--- config.mk ---
export PLATFORM = sky130hd
export DESIGN_NAME = load_writeback_unit
export DESIGN_NICKNAME = d
export VERILOG_FILES = /design/src/rtl/lwb_pkg.sv /design/src/rtl/lwb_align.sv /design/src/rtl/load_writeback_unit.sv
export SDC_FILE = /design/constraint.sdc
export NUM_CORES = 1
export LEC_CHECK = 0
export CORE_MARGIN = 2
export CORE_UTILIZATION = 45
export DETAILED_ROUTE_END_ITERATION = 8
export MAX_ROUTING_LAYER = met4
export SLEW_MARGIN = 5
export SYNTH_ARGS = -nofsm -noshare
export SYNTH_HDL_FRONTEND = slang
export SYNTH_SLANG_ARGS = --single-unit
--- constraint.sdc ---
create_clock -name clk -period 5.4 [get_ports clk]
set_clock_uncertainty 0.15 [all_clocks]
set_input_delay 0.81 -clock clk [delete_from_list [all_inputs] [get_ports clk]]
set_output_delay 0.81 -clock clk [all_outputs]
set_load 0.01 [all_outputs]
--- src/rtl/lwb_pkg.sv ---
// lwb_pkg: load opcodes, pending-load entry type and byte-enable helpers for load_writeback_unit
package lwb_pkg;

   typedef enum logic [3:0] {
      OP_LB  = 4'b0000,
      OP_LBU = 4'b0001,
      OP_LW  = 4'b0010,
      OP_LWL = 4'b0011,
      OP_LH  = 4'b0100,
      OP_LWR = 4'b0101,
      OP_LHU = 4'b0110
   } lwb_memop_e;

   // memop is kept as raw bits: codes outside the enum are legal and behave as LW
   typedef struct packed {
      logic [3:0]  memop;
      logic [1:0]  addr_lo;
      logic [4:0]  rd;
      logic [31:0] rt_old;
      logic [31:0] data;
      logic        done;
   } lwb_entry_t;

   // LWL fills from the top byte down to the offset, LWR from the bottom byte up to it
   function automatic logic [3:0] lwb_be(input logic [3:0] op, input logic [1:0] off);
      return op == OP_LWL ? 4'b1111 << off : op == OP_LWR ? 4'b1111 >> ~off : 4'b1111;
   endfunction

   function automatic logic lwb_misaligned(input logic [3:0] op, input logic [1:0] off);
      logic is_half, is_word;
      is_half = op == OP_LH || op == OP_LHU;
      is_word = !(is_half || op == OP_LB || op == OP_LBU || op == OP_LWL || op == OP_LWR);
      return (is_word && off != 2'b00) || (is_half && off[0]);
   endfunction

endpackage

--- src/rtl/lwb_align.sv ---
// lwb_align: byte/half select with extension and lwl/lwr merge for one returned load word
//   memop, off    : opcode and byte offset of the load
//   rt_old        : old destination value, supplies bytes outside the enables
//   mem_data      : aligned memory word
//   data, be, exc : write-back data, byte enables, misalign flag
//   Macro LWB_MISALIGN_EXC_EN enables misalign exceptions (be forced to 0000).
module lwb_align
   import lwb_pkg::*;
(
   input  logic [3:0]  memop,
   input  logic [1:0]  off,
   input  logic [31:0] rt_old,
   input  logic [31:0] mem_data,
   output logic [31:0] data,
   output logic [3:0]  be,
   output logic        exc
);

   logic [7:0]  byte_v;
   logic [15:0] half_v;
   logic [31:0] shift_v;
   logic [31:0] merge_v;
   logic [3:0]  be_v;

   always_comb begin
      byte_v  = mem_data[{off, 3'b000} +: 8];
      half_v  = off[1] ? mem_data[31:16] : mem_data[15:0];
      // LWR shifts right by 3-off bytes; ~off equals 3-off for a 2-bit offset
      shift_v = memop == OP_LWL ? mem_data << {off, 3'b000} : mem_data >> {~off, 3'b000};
      be_v    = lwb_be(memop, off);
      merge_v = rt_old;
      for (int i = 0; i < 4; i++)
         merge_v[8*i +: 8] = be_v[i] ? shift_v[8*i +: 8] : rt_old[8*i +: 8];
      data = memop == OP_LB  ? {{24{byte_v[7]}}, byte_v} :
             memop == OP_LBU ? {24'h0, byte_v} :
             memop == OP_LH  ? {{16{half_v[15]}}, half_v} :
             memop == OP_LHU ? {16'h0, half_v} :
             (memop == OP_LWL || memop == OP_LWR) ? merge_v : mem_data;
`ifdef LWB_MISALIGN_EXC_EN
      exc = lwb_misaligned(memop, off);
`else
      exc = 1'b0;
`endif
      be = exc ? 4'b0000 : be_v;
   end

endmodule

--- src/rtl/load_writeback_unit.sv ---
// load_writeback_unit: in-order pending-load queue that aligns returned words and hands them to write-back
//   req_*     : load issue (valid/ready, memop, addr_lo, rd, rt_old)
//   rsp_*     : in-order memory words, no backpressure
//   flush     : drop all pending loads; responses still in flight are discarded via kill credits
//   wb_*      : registered write-back (valid/ready, rd, data, be, exc)
//   pending   : occupied queue entries
//   Macro LWB_MISALIGN_EXC_EN enables misaligned LW/LH/LHU exceptions.
module load_writeback_unit
   import lwb_pkg::*;
#(
   parameter int DEPTH  = 4,
   parameter int DATA_W = 32
) (
   input  logic                   clk,
   input  logic                   rst_n,
   input  logic                   req_valid,
   output logic                   req_ready,
   input  logic [3:0]             req_memop,
   input  logic [1:0]             req_addr_lo,
   input  logic [4:0]             req_rd,
   input  logic [DATA_W-1:0]      req_rt_old,
   input  logic                   rsp_valid,
   input  logic [DATA_W-1:0]      rsp_data,
   input  logic                   flush,
   output logic                   wb_valid,
   input  logic                   wb_ready,
   output logic [4:0]             wb_rd,
   output logic [DATA_W-1:0]      wb_data,
   output logic [3:0]             wb_be,
   output logic                   wb_exc,
   output logic [$clog2(DEPTH):0] pending
);

   localparam int PW = $clog2(DEPTH);
   localparam int CW = PW + 1;
   localparam logic [CW-1:0] DEPTH_C = CW'(DEPTH);

   if (DATA_W != 32) begin : g_bad_data_w
      $error("load_writeback_unit: DATA_W must be 32");
   end
   if (DEPTH < 2 || DEPTH > 16 || (DEPTH & (DEPTH - 1)) != 0) begin : g_bad_depth
      $error("load_writeback_unit: DEPTH must be a power of 2 in 2..16");
   end

   lwb_entry_t      ent_q [DEPTH];
   lwb_entry_t      ent_d [DEPTH];
   logic [PW-1:0]   head_q, head_d, tail_q, tail_d, rptr;
   logic [CW-1:0]   count_q, count_d, done_cnt_q, done_cnt_d, kill_q, kill_d;
   logic            live_q, live_d;
   logic            wb_valid_q, wb_valid_d, wb_exc_q, wb_exc_d;
   logic [4:0]      wb_rd_q, wb_rd_d;
   logic [31:0]     wb_data_q, wb_data_d;
   logic [3:0]      wb_be_q, wb_be_d;
   logic            accept, rsp_hit, rsp_kill, head_done, pop;
   lwb_entry_t      head_ent;
   logic [31:0]     head_data, al_data;
   logic [3:0]      al_be;
   logic            al_exc;

   always_comb begin
      // done entries are contiguous from the head, so the next response target is head + done count
      rptr      = head_q + done_cnt_q[PW-1:0];
      req_ready = live_q && count_q < DEPTH_C && kill_q == '0;
      accept    = req_valid && req_ready && !flush;
      rsp_kill  = rsp_valid && kill_q != '0;
      rsp_hit   = rsp_valid && kill_q == '0 && done_cnt_q != count_q;
      head_ent  = ent_q[head_q];
      // a response landing on the head bypasses the queue so the output loads in the same edge
      head_done = count_q != '0 && (head_ent.done || (rsp_hit && done_cnt_q == '0));
      head_data = head_ent.done ? head_ent.data : rsp_data;
      pop       = head_done && (!wb_valid_q || wb_ready) && !flush;
   end

   lwb_align u_align (
      .memop    (head_ent.memop),
      .off      (head_ent.addr_lo),
      .rt_old   (head_ent.rt_old),
      .mem_data (head_data),
      .data     (al_data),
      .be       (al_be),
      .exc      (al_exc)
   );

   always_comb begin
      ent_d = ent_q;
      if (rsp_hit) begin
         ent_d[rptr].data = rsp_data;
         ent_d[rptr].done = 1'b1;
      end
      if (pop)
         ent_d[head_q].done = 1'b0;
      if (accept) begin
         ent_d[tail_q].memop   = req_memop;
         ent_d[tail_q].addr_lo = req_addr_lo;
         ent_d[tail_q].rd      = req_rd;
         ent_d[tail_q].rt_old  = req_rt_old;
         ent_d[tail_q].data    = '0;
         ent_d[tail_q].done    = 1'b0;
      end
      if (flush)
         for (int i = 0; i < DEPTH; i++) ent_d[i] = '0;
      head_d     = flush ? '0 : head_q + PW'(pop);
      tail_d     = flush ? '0 : tail_q + PW'(accept);
      count_d    = flush ? '0 : count_q + CW'(accept) - CW'(pop);
      done_cnt_d = flush ? '0 : done_cnt_q + CW'(rsp_hit) - CW'(pop);
      // every entry still waiting on memory when flushed owes one response to discard
      kill_d     = kill_q - CW'(rsp_kill) + (flush ? count_q - done_cnt_q - CW'(rsp_hit) : '0);
      live_d     = 1'b1;
      wb_valid_d = flush ? 1'b0 : pop ? 1'b1 : wb_ready ? 1'b0 : wb_valid_q;
      wb_rd_d    = pop ? head_ent.rd : wb_rd_q;
      wb_data_d  = pop ? al_data : wb_data_q;
      wb_be_d    = pop ? al_be : wb_be_q;
      wb_exc_d   = pop ? al_exc : wb_exc_q;
   end

   always_ff @(posedge clk or negedge rst_n) begin
      if (!rst_n) begin
         for (int i = 0; i < DEPTH; i++) ent_q[i] <= '0;
         head_q     <= '0;
         tail_q     <= '0;
         count_q    <= '0;
         done_cnt_q <= '0;
         kill_q     <= '0;
         live_q     <= 1'b0;
         wb_valid_q <= 1'b0;
         wb_rd_q    <= '0;
         wb_data_q  <= '0;
         wb_be_q    <= '0;
         wb_exc_q   <= 1'b0;
      end else begin
         ent_q      <= ent_d;
         head_q     <= head_d;
         tail_q     <= tail_d;
         count_q    <= count_d;
         done_cnt_q <= done_cnt_d;
         kill_q     <= kill_d;
         live_q     <= live_d;
         wb_valid_q <= wb_valid_d;
         wb_rd_q    <= wb_rd_d;
         wb_data_q  <= wb_data_d;
         wb_be_q    <= wb_be_d;
         wb_exc_q   <= wb_exc_d;
      end
   end

   assign wb_valid = wb_valid_q;
   assign wb_rd    = wb_rd_q;
   assign wb_data  = wb_data_q;
   assign wb_be    = wb_be_q;
   assign wb_exc   = wb_exc_q;
   assign pending  = count_q;

`ifndef SYNTHESIS
   a_orphan_rsp: assert property (@(posedge clk) disable iff (!rst_n)
      rsp_valid |-> (kill_q != '0 || done_cnt_q != count_q))
      else $error("load_writeback_unit: rsp_valid with no outstanding load");
`endif

endmodule

# Word-level counts from Yosys, hierarchy flattened

Index checks and enable logic that the tools add are counted.

Add/subtract/negate cells: 11
Magnitude comparators: 7
Equal/unequal tests: 6
Shift-type cells: 5
Mux-type cells: 56
Bitwise operators: 4
Reductions and logical operators: 25

Operators with widths:

| kind                                                                         | count |
|---|---|
| 304-bit bitwise mux                                                          | 9 |
| 76-bit demux with 2-bit select                                               | 9 |
| 304-bit 2-to-1 mux                                                           | 4 |
| 76-bit 2-to-1 mux                                                            | 3 |
| 32-bit 2-to-1 mux                                                            | 7 |
| 76-bit binary-select mux with 2-bit select                                   | 1 |
| 72-bit 2-to-1 mux                                                            | 1 |
| 70-bit 2-to-1 mux                                                            | 1 |
| 33-bit 2-to-1 mux                                                            | 2 |
| 65-bit 2-to-1 mux                                                            | 1 |
| 8-bit 2-to-1 mux                                                             | 4 |
| 32-bit by 6-bit indexed part select with 8-bit output                        | 1 |
| 32-bit by 5-bit << shifter with 32-bit output                                | 1 |
| 32-bit by 5-bit right shift with 32-bit output                               | 1 |
| 16-bit 2-to-1 mux                                                            | 1 |
| 1-bit logical AND                                                            | 14 |
| 4-bit by 3-bit == test with 1-bit output, second input constant              | 3 |
| 3-bit by 1-bit subtractor with 3-bit output                                  | 4 |
| 3-bit greater-or-equal comparator, second input constant                     | 3 |
| 3-bit by 1-bit less-than comparator with 1-bit output, second input constant | 3 |
| 3-bit 2-to-1 mux                                                             | 3 |
| 2-bit inverter with 3-bit output                                             | 3 |
| 3-bit nonzero test                                                           | 3 |
| 4-bit 2-to-1 mux                                                             | 2 |
| other kinds (18)                                                             | 30 |

Flip-flop bits (word level): 360
Bits of input ports: 81
Output and inout port bits: 47
Word-level logic and storage cells: 148

# Logic depth before layout (Yosys ltp)

Depth after elaboration: 19
Gate-level depth with buffers: 17
Mapped depth without buffers: 13

# Hierarchy

A second synthesis with hierarchy kept.

Cells, all modules: 1671
Area, all modules: 18861.8 um2

Modules (own cells, without submodules):

| module              | times used | cells an instance | area each (um2) | seq. area each (um2) |
|---|---|---|---|---|
| load_writeback_unit | 1          | 1306              | 16510.8         | 9033.7 |
| lwb_align           | 1          | 365               | 2351.0          | 0.0 |

# Worst setup path after synthesis

No wires, ideal clock.

Path type: input to register
Start: in rsp_valid
End: reg count_q[2] (netlist: pending[2])
Setup time: 0.132 ns
Data arrival time: 3.372 ns
Data required time: 5.118 ns
Setup slack: 1.746 ns
Stages: 15
Buffers on the path: 2
Cells stage by stage: nor4b_1 o311ai_0 nand2_1 nand2b_1 inv_1 clkbuf_1 buf_1 ha_1 inv_1 ha_1 inv_1 fa_1 xnor2_1 xnor2_1 nor2_1

Cells in the longest elaborated chain, start to end: 9

Ends and longest elaborated chain:

| item                                        | RTL line                   | source |
|---|---|---|
| start: declaration                          | load_writeback_unit.sv:22  | `input logic rsp_valid,` |
| 1-bit logical AND (2 in a row)              | load_writeback_unit.sv:66  | `rsp_hit = rsp_valid && kill_q == '0 && done_cnt_q != count_q;` |
| 1-bit logical AND                           | load_writeback_unit.sv:69  | `head_done = count_q != '0 && (head_ent.done \|\| (rsp_hit && done_cnt_q == '0));` |
| 1-bit logical OR                            | load_writeback_unit.sv:69  |  |
| 1-bit logical AND                           | load_writeback_unit.sv:69  |  |
| 1-bit logical AND (2 in a row)              | load_writeback_unit.sv:71  | `pop = head_done && (!wb_valid_q \|\| wb_ready) && !flush;` |
| 3-bit by 1-bit subtractor with 3-bit output | load_writeback_unit.sv:104 | `count_d = flush ? '0 : count_q + CW'(accept) - CW'(pop);` |
| 3-bit 2-to-1 mux                            | load_writeback_unit.sv:104 |  |
| via count_d[2]                              | load_writeback_unit.sv:48  | `logic [CW-1:0] count_q, count_d, done_cnt_q, done_cnt_d, kill_q, kill_d;` |
| end signal: assignment                      | load_writeback_unit.sv:134 | `count_q <= count_d;` |
| end: declaration                            | load_writeback_unit.sv:48  |  |

The timed path passes the listed nets, and every way through them passes these cells.
A chain may end at the register's enable or synchronous reset.

# Worst setup path in the final report

Start: reg head_q[0]
End: reg wb_data_q[13] (netlist: wb_data[13])

Cells in the longest elaborated chain, start to end: 14
Elaborated cells on any way between the ends: 32
Classes of those cells: eq/ne: 5; shift: 5; mux: 14; bitwise: 2; reduce/logical: 6

Ends and longest elaborated chain:

| item                                                                       | RTL line                   | source |
|---|---|---|
| start: declaration                                                         | load_writeback_unit.sv:47  | `logic [PW-1:0] head_q, head_d, tail_q, tail_d, rptr;` |
| start signal: assignment                                                   | load_writeback_unit.sv:119 | `head_q <= '0;` |
| start signal: assignment                                                   | load_writeback_unit.sv:132 | `head_q <= head_d;` |
| 2-bit inverter with 3-bit output (implied by the code) (*)                 | load_writeback_unit.sv:67  | `head_ent = ent_q[head_q];` |
| 76-bit binary-select mux with 2-bit select (*)                             | load_writeback_unit.sv:67  |  |
| 76-bit 2-to-1 mux (implied by the code) (*) (2 in a row)                   | load_writeback_unit.sv:67  |  |
| parallel branches: the longest is 10 deep, another holds 32-bit 2-to-1 mux | --                         |  |
| end signal: assignment                                                     | load_writeback_unit.sv:140 | `wb_data_q <= wb_data_d;` |
| end: declaration                                                           | load_writeback_unit.sv:52  | `logic [31:0] wb_data_q, wb_data_d;` |

Every way passes the cells marked *. The select of a mux whose other input is x is not followed.

==> results.tsv <==
metric	value	unit
p_per_area	299	mW/mm²
yosysTopAreaCell	dfrtp_1	
synth.area.top_cells	dfrtp_1 (50%), mux4_2 (9.3%), a22o_1 (8.3%)	
end_kind	flip-flop	
dr_total_vias	14100	
synth.area.mux_share	15.4	%
synth_common_cells	dfrtp_1 (360), nand2_1 (316), a22o_1 (172)	
place_area	0.0199	mm²
stdcell_area	0.0213	mm²
htreeDepth	2	
gp_congestion	0.931	
seq_area_frac_synth	49.8	%
dp_hpwl	35.4	mm
antenna_left	0	
groute.usage.overall	28.5	%
grt_overflow	0	
cts-root-buf	clkbuf_16	
cap_violations	0	
grt_max_degree	106	
slowest_delay	0.82	ns
clock_latency	0.55	ns
cpLargestDelayFamily	multiplexers	
timing.rr.end	wb_data[13]	
drt_iter0_drc	1297	
clk_pin_slew	0.06	ns
finish.net_count	1818	
synth.distinct_cells	67	
first_pass_iters	5	
slew_viol_final	0	
grt_pass1_vias	14400	
cts_hold_buf	0	
worst_pin_slew	1.19	ns
synth_nets	1746	
start_util	45.5	%
wirelength	57.1	mm
grt_setup_unrepaired	no	
core_area	0.0397	mm²
ioPinCount	128	
timing_worst_setup_path_type	reg -> reg	
synth_compound_area_share	18.5	%
worstPathRequired	5.65	ns
synthArstFlopShare	100	%
status	complete, no violations	
r2r-start	head_q[0]	
ys_warn_count	0	
synthAdderAreaFrac	1.25	%
cts_tree	built	
cp_max_fo	29	
fp.dieH	204	µm
startpoint	head_q[0]	
drc	0	
clock_sinks	360	
avgSynthCellArea	11.0	µm²
start_kind	flip-flop	
finalHoldViolCount	0	
cts_buffers	42	
period_share	75.2	%
port_buffers	126	
vias_per_cell	6.20	
clockBufferDepth	3	
synth_edf_count	0	
fmax	246	MHz
ctsResizeCount	0	
rows	73	
drive_gt1_share	14.1	%
antenna_found_initial	4	
grt_pass1_wl	88.0	mm
yosys.area_share.xor_xnor	0.775	%
netlist_instances	1650	
hold_class	in -> async	
cp.depth	7	
rrSetupSlack	1.34	ns
ff2ff_path_depth	7	
cellLeakagePower	8.95	nW
synth_top_area_share	49.8	%
cp_cell_sequence	buf_4 > mux4_2 > mux2i_1 > mux2i_1 > mux4_2 > a2111oi_0 > a211oi_1	
tns	0	ns
nFillCells	3466	
die_area	0.0418	mm²
synthSimpleGateAreaFrac	10.6	%
cts_setup_buffers	0	
finalSetupViolCount	0	
crit_slowest_cell	dfrtp_4	
synth_top_family_by_area	compound AO/OA/AOI/OAI gates	
relSlewSlack	20.4	%
fin_crit	4.06	ns
area.growth.synth_to_final	17.9	%
synth_area	0.0181	mm²
die_x	204	µm
arrival	4.31	ns
yosysMostFrequentCell	dfrtp_1	
synthFlopType	dfrtp_1	
ys_ff_latch	360	
wl_per_cell	25.1	µm
worst-path-buf-inv	1	
endpoint	wb_data[13]	
max-vdd-ir-drop	0.232	mV
==> placed cells by master (no fill, tap or decap), types with 4 or more instances in the layout <==
cell type | netlist | routed
o221ai_1 | 8 | 8
xnor2_1 | 10 | 10
a31oi_1 | 9 | 6
o21a_1 | 6 | 6
mux2_2 | 38 | 38
clkbuf_8 | 0 | 8
nor3_2 | 1 | 5
a311oi_1 | 13 | 13
inv_1 | 19 | 18
nand3_1 | 8 | 6
nor2_1 | 76 | 72
a211oi_1 | 10 | 10
nor3_1 | 17 | 13
a22o_1 | 172 | 172
xor2_1 | 6 | 6
clkdlybuf4s50_1 | 0 | 125
nand2_1 | 316 | 316
nor2b_1 | 7 | 7
buf_4 | 5 | 37
diode_2 | 0 | 4
o211ai_1 | 13 | 13
clkbuf_16 | 0 | 45
fa_1 | 5 | 5
clkbuf_1 | 93 | 10
o21ai_0 | 28 | 28
a21oi_1 | 154 | 153
bufinv_16 | 0 | 5
o22a_1 | 4 | 4
mux4_2 | 75 | 75
dfrtp_1 | 360 | 358
mux2i_1 | 62 | 62
nand2b_1 | 12 | 12
o32ai_1 | 10 | 10
ha_1 | 10 | 10
o22ai_1 | 7 | 7
==> worst min-delay path by stage <==
stage,end,from,cells past startpoint
2_1_floorplan,ent_q[109],ent_q[109],1
3_3_place_gp,wb_rd[1],wb_rd[1],2
3_5_place_dp,wb_be[1],wb_be[1],2
4_1_cts,ent_q[251],rst_n,1
5_1_grt,ent_q[183],rst_n,1
6_report,ent_q[183],rst_n,1
==> sequential cells by signal (all words and copies together), names as in the netlist <==
| register | flops |
|---|---|
| ent_q | 304 |
| wb_data | 32 |
| wb_rd | 5 |
| wb_be | 4 |
| done_cnt_q | 3 |
| kill_q | 3 |
| pending | 3 |
| head_q | 2 |
| tail_q | 2 |
| live_q | 1 |
| wb_valid | 1 |
==> cell families after synthesis <==
kind of cell | after synthesis
mux | 177
compound gates | 466
buf+inv | 156
flops | 360
xor+xnor | 16
fa+ha+maj | 15
simple gates | 458
other cells | 2
==> through the flow <==
stage / cells / utilization [%] / hold WS (ns) / power [W] / setup WS [ns]
final: 2280 / 53.7 / 0.166 / 0.00637 / 1.34
after global routing: 2280 / 53.7 / 0.198 / 0.00658 / 1.21
after CTS: 2276 / 53.6 / 0.206 / 0.00641 / 1.38
after detailed placement: 2203 / 50.0 / 0.316 / 0.00343 / 1.15
after global placement: 2203 / 50.0 / 0.312 / 0.00343 / 1.16
after floorplan: 1650 / - / 0.318 / 0.00312 / 1.75
==> cell type report <==
type | count | area (µm²) | area share [%]
sequential | 360 | 9020 | 42.3
antenna | 4 | 10.0 | 0.0469
timing repair buffer | 165 | 1580 | 7.43
inverter | 19 | 71.3 | 0.334
tap | 525 | 657 | 3.08
multi-input combinational | 1134 | 8530 | 40.0
clock inverter | 10 | 180 | 0.845
clock buffer | 63 | 1270 | 5.97
==> report_power, final <==
part	leakage [nW]	total [W]	internal [W]	switching [W]
combinational	3.23	0.000612	0.000231	0.000381
sequential	5.01	0.00277	0.00274	0.0000313
clock	0.707	0.00298	0.00186	0.00112
total	8.95	0.00637	0.00483	0.00153
==> routing by layer <==
layer / wire length, µm / track usage, % / share of wire [%] / up-vias
met5: 0 / - / 0 / -
met1: 24600 / 39.3 / 43 / 7192
met3: 3820 / 4.10 / 6.7 / 130
li1: - / - / - / 6202
met4: 2160 / 11.6 / 3.8 / 0
met2: 26500 / 42.6 / 46 / 614
Power figures use the tool's default switching activity.
